### src/rtl/writeback_stage.sv
// MEM/WB pipeline register: picks the retiring result, drives the register file
// write port, bypasses the in-flight write to decode and counts committed writes.
module writeback_stage #(
   parameter int CNT_W = 16
) (
   input  logic             clk,
   input  logic             reset,
   input  logic             stall,
   input  logic             flush,
   input  logic             mem_valid,
   input  logic             mem_le,
   input  logic [4:0]       mem_rd,
   input  logic [1:0]       mem_src,
   input  logic [31:0]      mem_alu,
   input  logic [31:0]      mem_load,
   input  logic [31:0]      mem_pc,
   input  logic [4:0]       id_ra,
   input  logic [4:0]       id_rb,
   input  logic [4:0]       id_rd,
   input  logic [31:0]      rf_pa,
   input  logic [31:0]      rf_pb,
   input  logic [31:0]      rf_pd,
   output logic [31:0]      PW,
   output logic [4:0]       RW,
   output logic             LE,
   output logic [31:0]      fwd_pa,
   output logic [31:0]      fwd_pb,
   output logic [31:0]      fwd_pd,
   output logic [CNT_W-1:0] wb_count
);

   logic             r_valid;
   logic             r_le;
   logic [4:0]       r_rd;
   logic [31:0]      r_data;
   logic [CNT_W-1:0] r_count;
   logic [31:0]      w_result;
   logic             w_le;
   logic             w_commit;

   always_comb begin
      w_result = 32'h0;
      case (mem_src)
         2'b00:   w_result = mem_alu;
         2'b01:   w_result = mem_load;
         2'b10:   w_result = mem_pc;
         default: w_result = 32'h0;
      endcase
   end

   // A write is counted once, on the edge where it leaves the stage (not on stalled repeats).
   assign w_le     = r_valid & r_le & (r_rd != 5'd0);
   assign w_commit = w_le & (~stall | flush);

   always_ff @(posedge clk or posedge reset) begin
      if (reset) begin
         r_valid <= 1'b0;
         r_le    <= 1'b0;
         r_rd    <= 5'd0;
         r_data  <= 32'h0;
         r_count <= '0;
      end else begin
         if (w_commit)
            r_count <= r_count + CNT_W'(1);
         if (flush) begin
            r_valid <= 1'b0;
            r_le    <= 1'b0;
            r_rd    <= 5'd0;
            r_data  <= 32'h0;
         end else if (!stall) begin
            r_valid <= mem_valid;
            r_le    <= mem_le & (mem_src != 2'b11);
            r_rd    <= mem_rd;
            r_data  <= w_result;
         end
      end
   end

   assign PW       = r_data;
   assign RW       = r_rd;
   assign LE       = w_le;
   assign wb_count = r_count;

   // The register file only sees this write after the next edge, so forward it meanwhile.
   assign fwd_pa = (id_ra == 5'd0) ? 32'h0 : ((w_le && id_ra == r_rd) ? r_data : rf_pa);
   assign fwd_pb = (id_rb == 5'd0) ? 32'h0 : ((w_le && id_rb == r_rd) ? r_data : rf_pb);
   assign fwd_pd = (id_rd == 5'd0) ? 32'h0 : ((w_le && id_rd == r_rd) ? r_data : rf_pd);

endmodule
### config.mk
export PLATFORM = sky130hd
export DESIGN_NAME = writeback_stage
export DESIGN_NICKNAME = d
export VERILOG_FILES = /design/src/rtl/writeback_stage.sv
export SDC_FILE = /design/constraint.sdc
export NUM_CORES = 1
export LEC_CHECK = 0
export ABC_CLOCK_PERIOD_IN_PS = 2130
export CORE_ASPECT_RATIO = 0.7
export CORE_MARGIN = 3
export CORE_UTILIZATION = 30
export CTS_BUF_LIST = sky130_fd_sc_hd__clkbuf_2
export CTS_CLUSTER_DIAMETER = 120
export DETAILED_ROUTE_END_ITERATION = 8
export PLACE_DENSITY = 0.74
export SETUP_SLACK_MARGIN = 0.02
export SLEW_MARGIN = 20
export SYNTH_ARGS = -nofsm -noshare
export SYNTH_HDL_FRONTEND = slang
export SYNTH_SLANG_ARGS = --single-unit
### constraint.sdc
create_clock -name clk -period 2.13 [get_ports clk]
set_clock_uncertainty 0.15 [all_clocks]
set_input_delay 0.426 -clock clk [delete_from_list [all_inputs] [get_ports clk]]
set_output_delay 0.426 -clock clk [all_outputs]
set_load 0.01 [all_outputs]
; ---- After elaboration in Yosys (flattened, before gate mapping)
; Index checks and enable logic that the tools add are counted.
[classes]
addsub = 1
n_eq_ne = 7
n_mux = 15
bitwise = 6
n_reduce_logical = 8
[ops]
columns = operator, count
row1 = $mux W32, 8
row2 = $pmux W32 S3, 1
row3 = $add A16 B1 Y16 const B, 1
row4 = $eq A5 B5 Y1, 3
row5 = $logic_not A5 Y1, 3
row6 = $mux W5, 2
row7 = $reduce_bool A5 Y1, 1
row8 = $and A1 B1 Y1, 4
row9 = $mux W1, 4
row10 = $logic_and A1 B1 Y1, 3
row11 = $eq A2 B1 Y1 const B, 1
row12 = $eq A2 B2 Y1 const B, 1
row13 = $logic_not A2 Y1, 1
row14 = $ne A2 B1 Y1 const B, 1
row15 = $ne A2 B2 Y1 const B, 1
row16 = $not A1 Y1, 1
row17 = $or A1 B1 Y1, 1
[totals]
reg_bits = 55
inputBits = 220
output_inout_bits = 150
word_cells = 42

; ---- Logic depth before layout (Yosys ltp)
[logic_depth]
word_depth = 5
mapped_depth = 7
ltp_nobuf = 5

; ---- Worst setup path before layout
; No wires, ideal clock.
[synth_path]
kind = reg-to-output
startpoint = reg r_rd[3], in the netlist RW[3]
endpoint = out fwd_pb[10]
arrival_time_ns = 1.855
required_ns = 1.554
path_slack_ns = -0.301
path_stages_with_launch = 7
n_path_buf = 2
path_cell_list = dfrtp_1 > or4_4 > o21ai_2 > or4_4 > buf_6 > buf_12 > mux2i_1
[synth_between]
elab_chain_cells = 5
word_cells_on_any_way = 6
classes_between = 1 x eq/ne / 2 x mux / 1 x bitwise / 2 x reduce/logical
[synth_lines]
columns = item, line
row1 = from (decl), 34  ; logic [4:0] r_rd;
row2 = from (signal assigned), 73  ; r_rd <= mem_rd;
row3 = $reduce_bool A5 Y1, 52  ; assign w_le = r_valid & r_le & (r_rd != 5'd0);
row4 = $and A1 B1 Y1, 52
row5 = $logic_and A1 B1 Y1 *, 86  ; assign fwd_pb = (id_rb == 5'd0) ? 32'h0 : ((w_le && id_rb == r_rd) ? r_data : rf_pb);
row6 = $mux W32 * (2 in a row), 86
row7 = to (decl), 27  ; output logic [31:0] fwd_pb,
; Every way passes the cells marked *; elsewhere a longest branch is shown, timed or not.

; ---- Worst setup path after layout
[layout_path]
startpoint = reg r_rd[0], in the netlist RW[0]
endpoint = out fwd_pa[26]
[layout_between]
elab_chain_cells = 5
word_cells_on_any_way = 6
classes_between = 1 x eq/ne / 2 x mux / 1 x bitwise / 2 x reduce/logical
[layout_lines]
columns = item, line
row1 = $reduce_bool A5 Y1, 52
row2 = $and A1 B1 Y1, 52
row3 = $logic_and A1 B1 Y1 *, 85  ; assign fwd_pa = (id_ra == 5'd0) ? 32'h0 : ((w_le && id_ra == r_rd) ? r_data : rf_pa);
row4 = $mux W32 * (2 in a row), 85
row5 = to (decl), 26  ; output logic [31:0] fwd_pa,
; Marked as above.

==> metrics.csv <==
metric,value,unit
synthesized instance count,651,
"FF+latch count, synth",55,
GR peak layer,met2,
pwr dens,331.8,nW/µm²
Tcrit/Tclk final,152.2,%
Synth Flop Type,dfrtp_1,
Slowest Stage Delay on Critical Path,570,ps
half-perimeter wire length after placement,20280,µm
CORE AREA,16540,µm²
Antenna Nets Post-Route,0,
final setup margin,-1112,ps
failing checks,setup timing,
worst-case clock buffer depth,2,
crit start category,flop,
HP Class,primary input to flop,
CP Buf/Inv Count,7,
worst-margin pin slew,444.5,ps
RSZ-0062 raised after global routing,yes,
first-pass GRT wire length,39760,µm
GRT Resource Usage Total,27.41,%
Synth Area in Compound Gates,24.87,%
max cap viols,0,
layout net count,1281,
Final Wtd Congestion,0.8729,
LEAKAGE,4.306,nW
"EDFF count, synth",0,
total congestion overflow,0,
Max-slew headroom,70.37,%
outcome,finished with violations,
met1 Use GR,35.71,%
per-cell routed wire length,21.52,µm
via count,6954,
clk slew on worst S/H paths,350,ps
Switch Pwr,1.194,mW
H-tree depth,2,
Mapped Area,5126,µm²
Yosys Warn Count,0,
die area,18720,µm²
die width,162.2,µm
CTS tree,done,
DR pass1 iterations,5,
"Distinct cells, synth",34,
met2 Use GR,45.52,%
crit path from,RW[0]$_DFFE_PP0N_,
cts bufs inserted,5,
"delay-heaviest family, CP",buffers and inverters,
Int Power,2.029,mW
Antenna diodes,0,
worst path arrival time,2670,ps
share of layout cells above drive strength 1,28.56,%
antenna violations before repair,0,
Pwr Total,3.223,mW
crit-path max FO,6,
Final setup viols,100,
Synth Area in Simple Gates,18.55,%
CP Class,flop to output port,
vias in the first global route,6764,
syn nets,872,
main combinational cell family by area after synthesis,compound AO/OA/AOI/OAI gates,
Worst R2R Setup Slack,-370,ps
1st-iter DRT viols,586,
post-synthesis mux area share,13.89,%
met3 Resource Use GR,7.238,%
setup slack at placement,-1127,ps
CP Cell Sequence,"or4_4, o21ai_4, buf_6, buf_12, inv_8, buf_12, buf_8, buf_6, nand4_1, a21oi_1, buf_2",
vias per cell,5.407,
average cell area after synthesis,7.874,µm²
Max VDD drop,0.2366,mV
# rows,39,
Initial Utilization,30.99,%
XOR/XNOR share of the synthesized area,5.126,%
# fillers,1542,
ys async rst share,100.0,%
"Clk Latency, worst-skew pair",530,ps
clock root buffer,clkbuf_2,
slowest cell on the critical path,or4_4,
Area Growth Syn to Fin,89.50,%
Final Hold Fails,0,
Die Y,115.4,µm
crit path capture type,output port,
Synth Area in Adders,0.2441,%
clock power share,15.9,%
sequential share of power,36.3,%
Routed WL,27680,µm
largest net degree at the start of global routing,42,
Slew Limit Fails,0,
Peak Freq,0.3085,GHz
Critical Path RT,1550,ps
Logic pwr share,47.8,%
I/O pin cnt,370,
sw frac,37.04,%
residual DRC count,0,
Sink Count,55,
"Seq/Total Area, Yosys",26.85,%
HP Start,mem_rd[2],
post-route minimum period,3242,ps
Buffers on Ports,369,
FF-to-FF Start,RW[0]$_DFFE_PP0N_,
==> power groups by stage <==
| stage | Sequential, mW | Clock (mW) | Combinational (mW) |
|---|---|---|---|
| final | 1.17 | 0.514 | 1.54 |
| after global routing | 1.17 | 0.556 | 1.64 |
| after CTS | 1.17 | 0.535 | 1.54 |
| after detailed placement | 1.20 | 0 | 1.58 |
| after global placement | 1.19 | 0 | 1.56 |
| after floorplan | 1.19 | 0 | 0.565 |
==> cell families (layout without fill, tap and decap cells) <==
| kind of cell | count (synthesis) | count (layout) |
|---|---|---|
| AND/OR/NAND/NOR | 187 | 187 |
| XOR/XNOR | 30 | 30 |
| flip-flops | 55 | 55 |
| multiplexers | 71 | 71 |
| adder cells (fa/ha/maj) | 1 | 1 |
| buffers and inverters | 111 | 521 |
| AO/OA/AOI/OAI | 196 | 196 |
==> through the flow <==
step / hold WS [ps] / std cells / setup TNS, ps / utilization [%] / area [µm²]
5_1_grt: 282.6 / 1286 / -111550 / 58.72 / 9714
3_3_place_gp: 324.6 / 1228 / -88790 / 57.88 / 9574
6_report: 300.3 / 1286 / -99290 / 58.72 / 9714
4_1_cts: 263.8 / 1284 / -107910 / 58.91 / 9746
2_1_floorplan: 307.9 / 651 / -21610 / - / 5243
3_5_place_dp: 326.4 / 1228 / -90270 / 57.88 / 9574
==> layout by cell type, fill, tap and decap left out, types with 33 or more instances in the layout <==
cell / synthesis / final
a21oi_1: 64 / 59
nand4_1: 66 / 66
clkdlybuf4s50_1: 0 / 219
dlygate4sd2_1: 0 / 49
nand2_1: 77 / 75
dfrtp_2: 0 / 33
o31ai_1: 64 / 63
buf_2: 9 / 87
mux2i_1: 70 / 39
buf_4: 2 / 76
a22o_1: 33 / 33
==> final timing paths <==
path / depth (start not counted) / endpoint
worst max-delay path: 11 / fwd_pa[26]
worst min-delay path: 3 / RW[2]$_DFFE_PP0N_
worst max register to register: 9 / wb_count[1]$_DFFE_PP0P_
worst min register to register: 1 / wb_count[10]$_DFFE_PP0P_
max in group asynchronous: 4 / PW[25]$_DFFE_PP0N_
min in group asynchronous: 4 / PW[16]$_DFFE_PP0N_
==> cell usage after synthesis (7+ instances only) <==
cell type / n / area (µm²)
nand2_1: 77 / 289.0
mux2i_1: 70 / 700.7
nand4_1: 66 / 412.9
a21oi_1: 64 / 320.3
o31ai_1: 64 / 480.5
dfrtp_1: 55 / 1376
clkbuf_1: 49 / 183.9
a22o_1: 33 / 289.0
inv_1: 33 / 123.9
o21ai_0: 32 / 160.2
xnor2_1: 18 / 157.7
xor2_1: 12 / 105.1
nor2_1: 10 / 37.54
buf_2: 9 / 45.04
nor3_1: 9 / 45.04
buf_1: 8 / 30.03
buf_6: 7 / 78.83
nand3_1: 7 / 35.03
==> what timing repair did <==
item,4_1_cts,5_1_grt
pin swaps,4,26
resized for setup,450,49
gates cloned,2,2
buffers inserted,45,2
hold buffers,1,0
hold endpoints to repair,8,0
endpoints found under the setup margin,153,102
==> worst min-delay path: stages <==
cell and delay [ps]:
clkdlybuf4s50_1 410, mux2i_1 120, nor2_1 50
==> area by class of cell <==
type / instances / area [µm²] / area share [%]
Clock inverter: 3 / 31.28 / 0.3220
Sequential cell: 55 / 1418 / 14.59
Tap cell: 225 / 281.5 / 2.898
Inverter: 33 / 131.4 / 1.352
Clock buffer: 5 / 25.02 / 0.2576
Multi-Input combinational cell: 485 / 3418 / 35.19
Timing Repair Buffer: 480 / 4409 / 45.39
==> flip-flops by register name (all words and copies together) (netlist names) <==
register,count
wb_count,16
r_le,1
r_valid,1
RW,5
PW,32
==> routing by layer <==
metal | share of wire [%] | wire length (µm)
met5 | 0 | 0
met4 | 2.2 | 622
met2 | 47 | 12980
met1 | 42 | 11630
met3 | 8.8 | 2446
(Power assumes the default switching activity.)
